$ cat src/rtl/uart_tx_port.sv
// Memory-mapped 8N1 UART transmitter: byte-lane register block, small TX FIFO,
// baud-divided shifter and a level interrupt raised when the transmitter drains.
module uart_tx_port #(
   parameter logic [15:0] BASEADDR    = 16'h0018,
   parameter int          FIFODEPTH   = 4,
   parameter logic [15:0] DEFAULT_DIV = 16'd103
) (
   input  logic        clk,
   input  logic        reset,
   input  logic [15:0] dwrite_addr,
   input  logic [15:0] dwrite_data,
   input  logic [1:0]  dwrite_en,
   input  logic [15:0] dread_addr,
   output logic [15:0] dread_data,
   output logic        txd,
   output logic        interrupt
);

   localparam int PW = $clog2(FIFODEPTH);
   localparam int CW = PW + 1;
   localparam logic [CW-1:0] FULL_CNT = CW'(FIFODEPTH);

   typedef enum logic [1:0] {IDLE, START, DATA, STOP} tx_state_t;

   tx_state_t     state;
   logic [15:0]   div;
   logic [15:0]   cnt;
   logic [7:0]    shreg;
   logic [2:0]    bit_idx;

   logic [7:0]    mem [FIFODEPTH];
   logic [PW-1:0] wr_ptr;
   logic [PW-1:0] rd_ptr;
   logic [CW-1:0] count;
   logic          ovf;
   logic          irq_en;

   logic          full, empty, busy, pop, push, push_ok;
   logic [7:0]    push_byte;
   logic          ctrl_we;
   logic [7:0]    ctrl_byte;
   logic          div_lo_we, div_hi_we;
   logic [7:0]    div_lo_byte, div_hi_byte;

   logic [15:0]   w0_off, w1_off;
   logic          w0_hit, w1_hit;

   assign w0_off = dwrite_addr - BASEADDR;
   assign w1_off = dwrite_addr + 16'd1 - BASEADDR;
   assign w0_hit = dwrite_en[0] && (w0_off < 16'd4);
   assign w1_hit = dwrite_en[1] && (w1_off < 16'd4);

   // Each lane decodes independently; the two lanes can never hit the same offset.
   always_comb begin
      div_lo_we   = 1'b0;
      div_hi_we   = 1'b0;
      push        = 1'b0;
      ctrl_we     = 1'b0;
      div_lo_byte = '0;
      div_hi_byte = '0;
      push_byte   = '0;
      ctrl_byte   = '0;
      if (w0_hit) begin
         case (w0_off[1:0])
            2'd0: begin div_lo_we = 1'b1; div_lo_byte = dwrite_data[7:0]; end
            2'd1: begin div_hi_we = 1'b1; div_hi_byte = dwrite_data[7:0]; end
            2'd2: begin push      = 1'b1; push_byte   = dwrite_data[7:0]; end
            default: begin ctrl_we = 1'b1; ctrl_byte  = dwrite_data[7:0]; end
         endcase
      end
      if (w1_hit) begin
         case (w1_off[1:0])
            2'd0: begin div_lo_we = 1'b1; div_lo_byte = dwrite_data[15:8]; end
            2'd1: begin div_hi_we = 1'b1; div_hi_byte = dwrite_data[15:8]; end
            2'd2: begin push      = 1'b1; push_byte   = dwrite_data[15:8]; end
            default: begin ctrl_we = 1'b1; ctrl_byte  = dwrite_data[15:8]; end
         endcase
      end
   end

   assign full    = (count == FULL_CNT);
   assign empty   = (count == '0);
   assign busy    = (state != IDLE);
   assign pop     = !empty && ((state == IDLE) || ((state == STOP) && (cnt == '0)));
   assign push_ok = push && (!full || pop);

   always_ff @(posedge clk) begin
      if (push_ok) mem[wr_ptr] <= push_byte;
   end

   always_ff @(posedge clk) begin
      if (reset) begin
         wr_ptr <= '0;
         rd_ptr <= '0;
         count  <= '0;
      end else begin
         if (push_ok) wr_ptr <= wr_ptr + PW'(1);
         if (pop)     rd_ptr <= rd_ptr + PW'(1);
         count <= count + CW'(push_ok) - CW'(pop);
      end
   end

   always_ff @(posedge clk) begin
      if (reset) begin
         div       <= DEFAULT_DIV;
         ovf       <= 1'b0;
         irq_en    <= 1'b0;
         interrupt <= 1'b0;
      end else begin
         if (div_lo_we) div[7:0]  <= div_lo_byte;
         if (div_hi_we) div[15:8] <= div_hi_byte;
         ovf <= (ovf & ~(ctrl_we & ctrl_byte[3])) | (push & ~push_ok);
         if (ctrl_we) irq_en <= ctrl_byte[7];
         interrupt <= irq_en & empty & ~busy;
      end
   end

   // txd is registered from the state, so the line trails the FSM by one cycle.
   always_ff @(posedge clk) begin
      if (reset) begin
         state   <= IDLE;
         txd     <= 1'b1;
         cnt     <= '0;
         shreg   <= '0;
         bit_idx <= '0;
      end else begin
         case (state)
            IDLE: begin
               if (pop) begin
                  shreg <= mem[rd_ptr];
                  cnt   <= div;
                  state <= START;
               end
            end
            START: begin
               if (cnt == '0) begin
                  cnt     <= div;
                  bit_idx <= '0;
                  state   <= DATA;
               end else begin
                  cnt <= cnt - 16'd1;
               end
            end
            DATA: begin
               if (cnt == '0) begin
                  cnt   <= div;
                  shreg <= shreg >> 1;
                  if (bit_idx == 3'd7) state <= STOP;
                  else                 bit_idx <= bit_idx + 3'd1;
               end else begin
                  cnt <= cnt - 16'd1;
               end
            end
            default: begin
               if (cnt == '0) begin
                  if (pop) begin
                     shreg <= mem[rd_ptr];
                     cnt   <= div;
                     state <= START;
                  end else begin
                     state <= IDLE;
                  end
               end else begin
                  cnt <= cnt - 16'd1;
               end
            end
         endcase
         case (state)
            START:   txd <= 1'b0;
            DATA:    txd <= shreg[0];
            default: txd <= 1'b1;
         endcase
      end
   end

   function automatic logic [7:0] reg_byte(input logic [15:0] a);
      logic [15:0] off;
      logic [7:0]  r;
      off = a - BASEADDR;
      r   = '0;
      if (off < 16'd4) begin
         case (off[1:0])
            2'd0:    r = div[7:0];
            2'd1:    r = div[15:8];
            2'd2:    r = '0;
            default: r = {irq_en, 3'b000, ovf, busy, empty, full};
         endcase
      end
      return r;
   endfunction

   always_ff @(posedge clk) begin
      if (reset) dread_data <= '0;
      else       dread_data <= {reg_byte(dread_addr + 16'd1), reg_byte(dread_addr)};
   end

endmodule

$ cat config.mk
export PLATFORM = sky130hd
export DESIGN_NAME = uart_tx_port
export DESIGN_NICKNAME = d
export VERILOG_FILES = /design/src/rtl/uart_tx_port.sv
export SDC_FILE = /design/constraint.sdc
export NUM_CORES = 1
export LEC_CHECK = 0
export BUFFER_PORTS_ARGS = -buffer_cell sky130_fd_sc_hd__buf_2
export CAP_MARGIN = 20
export CORE_ASPECT_RATIO = 0.9
export CORE_MARGIN = 2
export CORE_UTILIZATION = 38
export DETAILED_ROUTE_END_ITERATION = 10
export PLACE_DENSITY = 0.58
export SLEW_MARGIN = 25
export SYNTH_ARGS = -nofsm -noshare
export SYNTH_HDL_FRONTEND = slang
export SYNTH_SLANG_ARGS = --single-unit
$ cat constraint.sdc
create_clock -name clk -period 4.8 [get_ports clk]
set_input_delay 0.72 -clock clk [delete_from_list [all_inputs] [get_ports clk]]
set_output_delay 0.72 -clock clk [all_outputs]
set_load 0.005 [all_outputs]
==> flow_summary.yaml <==
place:
  placed_area_um2: 6830
  port_buffers: 69
  dp_hpwl_mm: 13.2
  place.gp.congestion: 0.893
setup_path:
  cp.arrival_ns: 4.27
  required_ns: 5.02
  reg2regPathDepth: 15
  rrSetupSlack_ns: 0.75
  timing.critical_path.to_type: "flip-flop"
  start_kind: "flip-flop"
  r2r-end: "count[2]$_SDFF_PP0_"
  path_max_fanout: 7
  path_class: "reg -> reg"
  startpoint: "cnt[0]$_SDFF_PP0_"
  reg2reg_from: "cnt[0]$_SDFF_PP0_"
layout:
  diodes: 0
  nFillCells: 1637
  syn2layout_area_growth_pct: 12.8
  utilization_pct: 44.1
  final_area_um2: 7140
  seqCellArea_um2: 2440
  drive_above_1_share_pct: 17.6
  multi_input_area_um2: 3610
  fin_nets: 816
global_route:
  grt.overflow.total: 0
  grt_pass1_vias: 5538
  grt_pass1_wl_mm: 28.8
  grt_usage_pct: 20.3
  grt_max_degree: 35
  grt_antenna_before_repair: 0
synthesis:
  synth_top_family_by_area: "simple AND/OR/NAND/NOR gates"
  synth_edf_count: 32
  synth_xor_area_share_pct: 2.77
  synth_ff_type: "dfxtp_1"
  yosys.area.top_type_share_pct: 23.4
  synth_adder_area_share_pct: 3.68
  syn_nets: 769
  syn_avg_cell_area_um2: 9.05
  synth-async-reset-ratio_pct: 0
  synth.distinct_cells: 74
  yosysMostFrequentCell: "nand2_1"
  syn_inst: 699
  synth_area_leaders: "dfxtp_1 23%, edfxtp_1 15%, nand2_1 4.5%"
  yosys.area_share.simple_pct: 23.2
  yosys.area.top_type: "dfxtp_1"
  yosys_warnings: 0
  synth_seq_area_share_pct: 38.6
  synth-compound-area-share_pct: 21.2
  synthTopCellsByCount: "76 x nand2_1, 74 x dfxtp_1, 63 x nor2_1"
  syn_area_um2: 6320
  synthMuxAreaShare_pct: 6.23
  synth_seq_cells: 106
hold_path:
  hold_path_class: "reg -> reg"
  hp-start: "bit_idx[1]$_SDFFE_PP0P_"
  hold_end: "bit_idx[1]$_SDFFE_PP0P_"
  hold_depth: 2
cts:
  ctsHoldBuffers: 0
  clkTransAtPathRegs_ns: 0.08
  clock_sinks: 106
  root_buffer: "clkbuf_16"
  cts_setup_buffers: 0
  cts_buffers: 9
  insertion_delay_ns: 0.36
  clockBufferDepth: 2
  cts_tree: "yes"
  cts_resized: 0
  cts_htree_levels: 3
detailed_routing:
  vias_per_cell: 6.02
  drt_iter0_drc: 479
  drt-pass1-iter-count: 5
  via_count: 5766
  routedWlPerCell_um: 18.9
  finalWirelength_mm: 18.1
  drc: 0
  m1WireLength_mm: 8.31
  top_layer: "met4"
  dr_wl_met2_mm: 8.47
  ant_nets: 0
  routed-wl-met3_um: 995
pwr:
  p_per_area_nw_per_um2: 508
  p_leak_nw: 2.65
  ir_worst_vdd_v: 0.000301
  total_power_w: 0.00362
sta:
  finalHoldViolCount: 0
  finalSetupTns_ns: 0
  tightest_slew_ns: 1.00
  drv_slew: 0
  clock_skew_ns: 0.00967
  setup_viol: 0
  maxSlewHeadroom_pct: 32.7
  min_period_over_period_pct: 84.4
  fin_crit_ns: 4.05
  rsz0062_at_grt: "false"
  fmax_ghz: 0.247
floorplanning:
  pin_count: 70
  coreArea_um2: 16200
  die-area_um2: 17700
  die_height_um: 126
  fp.dieW_um: 140
  rows: 44
  floorplan.initialDensity_pct: 39.1
status:
  run_status: "finished clean"
flow_run:
  cap_viol_max_count: 0
layout make-up:
cell class                      count  share of cell area, %
Multi-Input combinational cell    525                   50.6
Sequential cell                   106                   34.2
Timing Repair Buffer               80                   6.00
Tap cell                          207                   3.63
Clock buffer                        9                   3.16
Inverter                           24                   1.26
Clock inverter                      7                   1.09
layout by cell type, fill, tap and decap left out, drive strengths merged, types with 8 or more instances in the layout:
master / n
a22oi: 21
nand2b: 9
mux2i: 18
dfxtp: 74
nor3: 19
inv: 28
nand2: 76
mux4: 8
or3b: 11
xnor2: 14
a22o: 10
edfxtp: 32
a311oi: 13
buf: 80
ha: 17
clkbuf: 9
or3: 12
nand4: 11
nor2: 63
a21oi: 40
nand3: 16
nor4: 13
o211ai: 8
o21ai: 15
sequential cells by signal (all words and copies together), names as in the netlist, 2 cells and up, named ones only:
register	flops
dread_data	16
bit_idx	3
rd_ptr	2
count	3
cnt	16
div	16
mem	32
shreg	8
wr_ptr	2
state	2
metrics by stage:
stage / hold WS [ns] / worst slack [ns] / cells
floorplan: 0.436 / 0.763 / 699
global placement: 0.445 / 0.629 / 942
detailed placement: 0.454 / 0.587 / 942
CTS: 0.466 / 0.782 / 958
global route: 0.490 / 0.517 / 958
finish: 0.463 / 0.749 / 958
report_power, final:
group | switching, W | internal [W] | total [W]
logic | 0.00104 | 0.000674 | 0.00172
registers | 0.000130 | 0.00102 | 0.00115
clock network | 0.000384 | 0.000372 | 0.000756
total | 0.00155 | 0.00207 | 0.00362
cell families after synthesis:
group | Yosys count
xor gates and xnor gates | 20
buffers and inverters | 68
muxes | 29
and+or+nand+nor | 279
DFF | 106
adders and majority gates | 18
AOI/OAI and AO/OA | 179
layer usage:
metal  GRT usage, %  up-vias
met5              0        -
met4           6.94        0
met1           27.5     2816
li1               -     2754
met2           32.9      176
met3           3.70       20
worst max-delay path by stage:
stage                                     end  slack (ns)  depth (start not counted)
after global placement    count[2]$_SDFF_PP0_        0.63                         16
final                     count[2]$_SDFF_PP0_        0.75                         15
after global routing      count[2]$_SDFF_PP0_        0.52                         15
after floorplan           count[2]$_SDFF_PP0_        0.76                         16
after CTS                 count[2]$_SDFF_PP0_        0.78                         15
after detailed placement  count[2]$_SDFF_PP0_        0.59                         16
critical path, cell delays in order (launching register included):
cell and delay (ns):
dfxtp_1 0.34, inv_1 0.09, ha_1 0.22, or4b_1 0.59
or4_4 0.60, o21ai_0 0.50, o21a_1 0.30, inv_1 0.07
ha_1 0.27, inv_1 0.05, ha_1 0.12, inv_1 0.04
fa_1 0.37, xor2_1 0.16, xnor2_1 0.14, nor2_1 0.05
Note: power is estimated with default switching activity, not from simulation.
